## src/rtl/io_cell_cfg_regs.sv

```systemverilog
// APB register block holding shadow/active configuration for a bank of IO cells.
// Optional sticky write lock enabled by defining IOCELL_CFG_LOCK_EN.
module io_cell_cfg_regs #(
  parameter int unsigned                IOCELL_CFG_W   = 5,
  parameter int unsigned                IOCELL_COUNT   = 25,
  parameter logic [IOCELL_CFG_W-1:0]    IOCELL_CFG_RST = '0
) (
  input  logic                                 clk_in,
  input  logic                                 reset_int,
  input  logic                                 PSEL,
  input  logic                                 PENABLE,
  input  logic                                 PWRITE,
  input  logic [11:0]                          PADDR,
  input  logic [31:0]                          PWDATA,
  output logic [31:0]                          PRDATA,
  output logic                                 PREADY,
  output logic                                 PSLVERR,
  output logic [IOCELL_CFG_W*IOCELL_COUNT-1:0] cell_cfg,
  output logic                                 cfg_update
);

  localparam logic [2:0] RegionShadow = 3'b000;
  localparam logic [2:0] RegionActive = 3'b001;
  localparam logic [9:0] WordCtrl     = 10'h100;
  localparam logic [9:0] WordStatus   = 10'h101;

  logic [IOCELL_COUNT-1:0][IOCELL_CFG_W-1:0] shadow_q, shadow_d;
  logic [IOCELL_COUNT-1:0][IOCELL_CFG_W-1:0] active_q, active_d;
  logic                                      cfg_update_q, cfg_update_d;

  logic                    access;
  logic [6:0]              cell_idx;
  logic                    cell_ok;
  logic                    is_shadow, is_active, is_ctrl, is_status;
  logic                    lock;
  logic                    err;
  logic                    wr_ok, shadow_we, ctrl_we, commit;
  logic                    pending;
  logic [IOCELL_CFG_W-1:0] shadow_rd, active_rd;
  logic                    unused_bits;

  assign access    = PSEL & PENABLE;
  assign cell_idx  = PADDR[8:2];
  assign cell_ok   = 32'(cell_idx) < IOCELL_COUNT;
  assign is_shadow = (PADDR[11:9] == RegionShadow) & cell_ok;
  assign is_active = (PADDR[11:9] == RegionActive) & cell_ok;
  assign is_ctrl   = PADDR[11:2] == WordCtrl;
  assign is_status = PADDR[11:2] == WordStatus;
  assign unused_bits = ^{PADDR[1:0], PWDATA};

  // Writes are legal only to shadow cells and CTRL, and only while unlocked.
  always_comb begin
    if (PWRITE) begin
      err = !((is_shadow | is_ctrl) & !lock);
    end else begin
      err = !(is_shadow | is_active | is_status);
    end
  end

  assign wr_ok     = access & PWRITE & ~err;
  assign shadow_we = wr_ok & is_shadow;
  assign ctrl_we   = wr_ok & is_ctrl;
  assign commit    = ctrl_we & PWDATA[0];
  assign pending   = shadow_q != active_q;

  always_comb begin
    shadow_d     = shadow_q;
    active_d     = active_q;
    cfg_update_d = commit;
    for (int i = 0; i < IOCELL_COUNT; i++) begin
      if (shadow_we && (cell_idx == 7'(i))) begin
        shadow_d[i] = PWDATA[IOCELL_CFG_W-1:0];
      end
    end
    if (commit) begin
      active_d = shadow_q;
    end
  end

  always_ff @(posedge clk_in or negedge reset_int) begin
    if (!reset_int) begin
      shadow_q     <= {IOCELL_COUNT{IOCELL_CFG_RST}};
      active_q     <= {IOCELL_COUNT{IOCELL_CFG_RST}};
      cfg_update_q <= 1'b0;
    end else begin
      shadow_q     <= shadow_d;
      active_q     <= active_d;
      cfg_update_q <= cfg_update_d;
    end
  end

`ifdef IOCELL_CFG_LOCK_EN
  logic lock_q, lock_d;

  assign lock_d = lock_q | (ctrl_we & PWDATA[1]);

  always_ff @(posedge clk_in or negedge reset_int) begin
    if (!reset_int) begin
      lock_q <= 1'b0;
    end else begin
      lock_q <= lock_d;
    end
  end

  assign lock = lock_q;
`else
  assign lock = 1'b0;
`endif

  always_comb begin
    shadow_rd = '0;
    active_rd = '0;
    for (int i = 0; i < IOCELL_COUNT; i++) begin
      if (cell_idx == 7'(i)) begin
        shadow_rd = shadow_q[i];
        active_rd = active_q[i];
      end
    end
  end

  // Bus outputs are combinational and forced low while reset is held.
  always_comb begin
    PRDATA = '0;
    if (reset_int && access && !PWRITE && !err) begin
      if (is_shadow) begin
        PRDATA[IOCELL_CFG_W-1:0] = shadow_rd;
      end else if (is_active) begin
        PRDATA[IOCELL_CFG_W-1:0] = active_rd;
      end else if (is_status) begin
        PRDATA[1:0] = {lock, pending};
      end
    end
  end

  assign PREADY     = access & reset_int;
  assign PSLVERR    = access & reset_int & err;
  assign cell_cfg   = active_q;
  assign cfg_update = cfg_update_q;

endmodule
```

## config.mk

```make
export PLATFORM = sky130hd
export DESIGN_NAME = io_cell_cfg_regs
export DESIGN_NICKNAME = d
export VERILOG_FILES = /design/src/rtl/io_cell_cfg_regs.sv
export SDC_FILE = /design/constraint.sdc
export NUM_CORES = 1
export LEC_CHECK = 0
export BUFFER_PORTS_ARGS = -buffer_cell sky130_fd_sc_hd__buf_2
export CORE_MARGIN = 2
export CORE_UTILIZATION = 55
export CTS_CLUSTER_DIAMETER = 150
export DETAILED_ROUTE_END_ITERATION = 6
export PLACE_DENSITY_LB_ADDON = 0.15
export SLEW_MARGIN = 15
export SYNTH_ARGS = -nofsm -noshare
export SYNTH_HDL_FRONTEND = slang
export SYNTH_SLANG_ARGS = --single-unit
```

## constraint.sdc

```tcl
create_clock -name clk_in -period 3.1 [get_ports clk_in]
set_input_delay 0.155 -clock clk_in [delete_from_list [all_inputs] [get_ports clk_in]]
set_output_delay 0.155 -clock clk_in [all_outputs]
set_load 0.05 [all_outputs]
```

== After elaboration in Yosys (flattened, before gate mapping) ==
Cells that the tools add are included.

* Flip-flop bits (word level): 251
* Bits in latches: 0
* RAM bits: 0
* Bits in read-only memories: 0
* Input bits: 49
* Word-level logic and storage cells: 184
* Memories kept: 0

* Add/subtract/negate cells: 0
* Multiply operators: 0
* Divide/modulo/power cells: 0
* $lt $le $gt $ge: 1
* Equality and inequality tests: 28
* Shifts and indexed selects: 0
* Muxes and demuxes: 56
* Bitwise logic cells: 14
* Reduce and logical (&&, ||, !) cells: 34

{| class="wikitable"
|+ Operators with widths
! kind !! count
|-
| 5-bit 2-to-1 mux || 52
|-
| 125-bit inequality test || 1
|-
| 7-bit by 5-bit == test with 1-bit output, second input constant || 9
|-
| 7-bit by 4-bit == test with 1-bit output, second input constant || 8
|-
| 7-bit by 3-bit == test with 1-bit output, second input constant || 4
|-
| 1-bit logical AND || 28
|-
| 10-bit by 9-bit == test with 1-bit output, second input constant || 2
|-
| 7-bit by 2-bit == test with 1-bit output, second input constant || 2
|-
| 1-bit bitwise AND || 10
|-
| 7-bit by 1-bit == test with 1-bit output, second input constant || 1
|-
| 7-bit zero test || 1
|-
| 7-bit by 5-bit < comparator with 1-bit output, second input constant || 1
|-
| 1-bit zero test || 4
|-
| 3-bit by 1-bit == test with 1-bit output, second input constant || 1
|-
| 3-bit zero test || 1
|-
| 3-bit 2-to-1 mux || 1
|-
| 1-bit OR || 3
|-
| 1-bit 2-to-1 mux || 2
|-
| 2-bit 2-to-1 mux || 1
|-
| 1-bit inverter || 1
|}

== Logic depth before layout (Yosys ltp) ==
* Depth after elaboration: 29
* Mapped depth: 11
* Mapped depth without buffers: 7

== Worst setup path after synthesis ==
Ideal clock, no wire load.

* Path type: input port to output port
* From: input PADDR[7]
* To: output PRDATA[2]
* Arrival time: 2.788 ns
* Data required time: 2.945 ns
* Setup slack: 0.157 ns
* Cell stages on the path: 9
* Cells stage by stage: buf_4 or4b_1 buf_2 nor2_1 buf_4 o21ai_0 o21ai_0 a211oi_1 o31ai_1

* Longest elaborated chain between the ends: 29
* Elaborated cells between the ends (all ways): 91
* Classes of those cells: 1 x order compare; 26 x eq/ne; 54 x mux; 5 x bitwise; 5 x reduce/logical

{| class="wikitable"
|+ Ends and longest elaborated chain
! item !! line !! RTL
|-
| start, declared || 13 || <nowiki>input logic [11:0] PADDR,</nowiki>
|-
| 7-bit zero test || 114 || <nowiki>if (cell_idx == 7'(i)) begin</nowiki>
|-
| 5-bit 2-to-1 mux (25 in series) || 114 ||
|-
| 3-bit 2-to-1 mux || 127 || <nowiki>end else if (is_active) begin</nowiki>
|-
| 5-bit 2-to-1 mux || 125 || <nowiki>if (is_shadow) begin</nowiki>
|-
| 5-bit 2-to-1 mux * || 124 || <nowiki>if (reset_int && access && !PWRITE && !err) begin</nowiki>
|-
| end, declared || 15 || <nowiki>output logic [31:0] PRDATA,</nowiki>
|}

Mark *: on every way between the ends. The rest lies on a longest branch, timed or not.

== Worst setup path after layout ==
* From: register active_q (netlist bit cell_cfg[53])
* To: output PRDATA[0]

* Longest elaborated chain between the ends: 5

{| class="wikitable"
|+ Ends and longest elaborated chain
! item !! line !! RTL
|-
| start, declared || 28 || <nowiki>logic [IOCELL_COUNT-1:0][IOCELL_CFG_W-1:0] active_q, active_d;</nowiki>
|-
| start signal, assigned || 83 || <nowiki>active_q <= {IOCELL_COUNT{IOCELL_CFG_RST}};</nowiki>
|-
| start signal, assigned || 87 || <nowiki>active_q <= active_d;</nowiki>
|-
| 125-bit inequality test || 64 || <nowiki>assign pending = shadow_q != active_q;</nowiki>
|-
| 1-bit 2-to-1 mux || 129 || <nowiki>end else if (is_status) begin</nowiki>
|-
| 2-bit 2-to-1 mux || 127 ||
|-
| 5-bit 2-to-1 mux || 125 ||
|-
| 5-bit 2-to-1 mux || 124 ||
|}

No other way between the ends.

==> results.yml <==
cts:
  clkTransAtPathRegs_ps: 60
  cts_setup_buffers: 0
  clk_latency_ps: 560
  cts.sink_count: 251
  clockRootBuffer: "clkbuf_16"
  cts_tree: "yes"
  ctsHtreeMaxLevel: 1
  tritoncts.num_buffers: 27
  cts_max_path_buffers: 3
logic_synthesis:
  postSynthRegisterBits: 251
  synthDominantCellAreaShare_pct: 45.1
  avgSynthCellArea_sq_um: 11.3
  number_of_distinct_library_cells_after_synthesis: 77
  netlist_area_before_placement_sq_um: 13900
  synth.yosys.seq_area_share_pct: 45.1
  synth_top_cells_by_count: "251 x dfrtp_1, 232 x mux2_2, 81 x nand2_1, 65 x o21ai_0, 62 x xnor2_1"
  most_area_hungry_cell_type_in_the_yosys_netlist: "dfrtp_1"
  synth.top_cells.by_area: "dfrtp_1 45%, mux2_2 19%, xnor2_1 3.9%"
  ys_async_sr_fraction_pct: 100
  synth-warning-count: 0
  post_synth_inst_count: 1236
  count_of_flip_flops_with_a_built_in_enable_after_synthesis: 0
  yosys.cell_count.top_type: "dfrtp_1"
  synth_ff_type: "dfrtp_1"
worst_setup_path:
  worst_path_largest_cell_delay_ps: 810
  cp_max_fo: 4
  timing.setup.critical_path_class: "register to output port"
  most_common_cell_type_on_the_critical_path: "nor4_1"
  worst_ep_required_time_ps: 2940
  critical_path.slowest_cell: "nor4_1"
  worstSetupEndpointType: "output port"
  cp.arrival_ps: 3030
  startpoint_type: "register"
  crit_chain: "xor2_1, nor4_1, nand4_1, nor4_1, a2111oi_2, buf_4"
power:
  power.static_leakage_nw: 8.11
  power_report.internal_total_mw: 5.21
  ir_worst_vdd_uv: 551
  p_per_area_nw_per_um2: 426
  net-switching-power_mw: 1.81
  switching_share_pct: 25.8
  power.share.sequential_pct: 46.8
  power_frac_clock_pct: 45.6
  p_total_mw: 7.01
  share_comb_of_total_power_pct: 7.7
layout:
  drive_gt1_share_pct: 39.0
  final-seq-area_sq_um: 6280
  nNetsFinal: 1499
  flow.area_growth_from_synthesis_pct: 18.0
  final_core_utilization_pct: 65.7
  multiInputGateArea_sq_um: 7170
  final_cell_area_sq_um: 16400
  num-fill-cells: 2016
timing:
  rsz0062_at_grt: "yes"
  timing.max_slew.rel_slack_pct: 30.3
  final_max_slew_viol_count: 0
  finalSetupViolCount: 1
  timing_hold_violations_final: 0
  accumulated_negative_setup_slack_ps: -88.6
  finalCriticalPeriod_ps: 3190
  tightest_slew_ps: 1040
  worst_clock_skew_ps: 22.9
  final_worst_path_cycle_share_pct: 103
  achievable-frequency_ghz: 0.314
  timing.final.ws_setup_ps: -88.6
place:
  port_buffers: 152
  detailed_placer_s_ending_hpwl_microns: 41400
  dpl-instance-area_sq_um: 15400
  gp_routability_congestion: 1.05
  dpl_worst_slack_ps: 135
run:
  max-cap-violations: 0
run_status:
  run_status: "complete, but fails checks"
  failed_checks: "negative setup slack"
route:
  route.detailed.drc: 0
  final_antenna_net_count: 0
  finalWirelength_microns: 55400
  wl_per_cell_microns: 30.7
  routed_via_density: 6.63
  total_iterations_of_the_first_detailed_routing_run: 5
  initialDrtViolationCount: 1661
  route.vias.total: 12000
die:
  row_count: 58
  total_die_area_sq_um: 26600
  ios: 209
  initial_utilization_pct: 55.7
  core_sq_um: 25000
  die-width_microns: 163
  die_h_microns: 163
global_route:
  track_usage_pct: 41.7
  maximum_number_of_pins_on_one_net_before_global_route_repair: 82
  antenna_violations_before_repair: 1
  grt_pass1_wl_microns: 79600
  number_of_global_route_vias_before_repair: 11400
  remaining_overflow_grt: 0
min_path:
  worstHoldPathType: "primary input to register"
logic make-up (layout without fill, tap and decap cells):
logic type / after synthesis / count (layout) / synth area share [%]
XOR/XNOR: 113 / 113 / 7.10
AO/OA/AOI/OAI: 230 / 230 / 11.1
multiplexers: 263 / 263 / 21.8
buffers and inverters: 120 / 329 / 4.92
AND/OR/NAND/NOR: 258 / 258 / 9.90
other: 1 / 28 / 0.0269
flip-flops: 251 / 251 / 45.1
final timing paths:
check	start	to	slack, ps	depth (start not counted)
max in group asynchronous	reset_int	cell_cfg[90]	1320	4
hold / removal	PWDATA[0]	shadow_q[65]	190	2
hold reg to reg	shadow_q[104]	cell_cfg[104]	520	2
setup reg to reg	shadow_q[69]	shadow_q[69]	2130	2
setup / recovery	cell_cfg[53]	PRDATA[0]	-90	6
min in group asynchronous	reset_int	shadow_q[47]	340	3
repair_timing:
action	in CTS	in global routing
gates resized for setup	5	15
setup endpoints to repair	2	3
hold buffers	5	0
pin swaps	1	2
endpoints found under the hold margin	126	0
layout by cell type (no fill, tap or decap), types with 17 or more instances in the layout:
cell	netlist	layout
dfrtp_1	251	250
mux2_2	232	232
buf_2	17	149
buf_4	37	97
nand2_1	81	81
o21ai_0	65	65
xnor2_1	62	54
xor2_1	51	51
nor2_1	44	44
o22ai_1	31	31
a21oi_1	29	29
conb_1	1	27
clkbuf_16	0	27
nand4_1	22	22
nand3_1	21	21
inv_1	20	20
nor3_1	19	19
nor4_1	21	18
mux2i_1	17	17
metal layers:
layer | wire length (microns) | vias to the layer above | global-route usage, %
met5 | 0 | - | 0
met4 | 2500 | 0 | 16.2
met3 | 6390 | 136 | 11.2
met2 | 24200 | 751 | 61.9
met1 | 22200 | 6100 | 58.5
li1 | - | 4965 | -
sequential cells by signal, indices dropped and copies added (netlist names):
signal      flops
cell_cfg      125
shadow_q      125
cfg_update      1
stage by stage:
stage / hold slack, ps / cells
2_1_floorplan: -141 / 1262
3_3_place_gp: -30.8 / 1746
3_5_place_dp: -31.3 / 1746
4_1_cts: 144 / 1801
5_1_grt: 179 / 1801
6_report: 186 / 1802
critical path: cells and delay by family, from the launching register on:
family,cells,cell delay [ps]
compound gates,1,160
flops,1,410
xor+xnor,1,230
buf+inv,1,220
simple gates,3,1450
power by group through the flow:
stage	Combinational (mW)	Clock, mW	Sequential, mW
after floorplan	0.290	0	3.34
after global placement	0.512	0	3.34
after detailed placement	0.514	0	3.34
after CTS	0.520	3.21	3.28
after global routing	0.560	3.35	3.28
final	0.537	3.20	3.28
final cells by class:
| class | instances | share of cell area [%] |
|---|---|---|
| sequential | 251 | 38.2 |
| multi-input combinational | 891 | 43.6 |
| timing repair buffer | 256 | 9.84 |
| clock inverter | 12 | 0.700 |
| antenna | 1 | 0.0152 |
| clock buffer | 38 | 4.60 |
| inverter | 23 | 0.525 |
| tap | 330 | 2.51 |
Power figures use the tool's default switching activity.
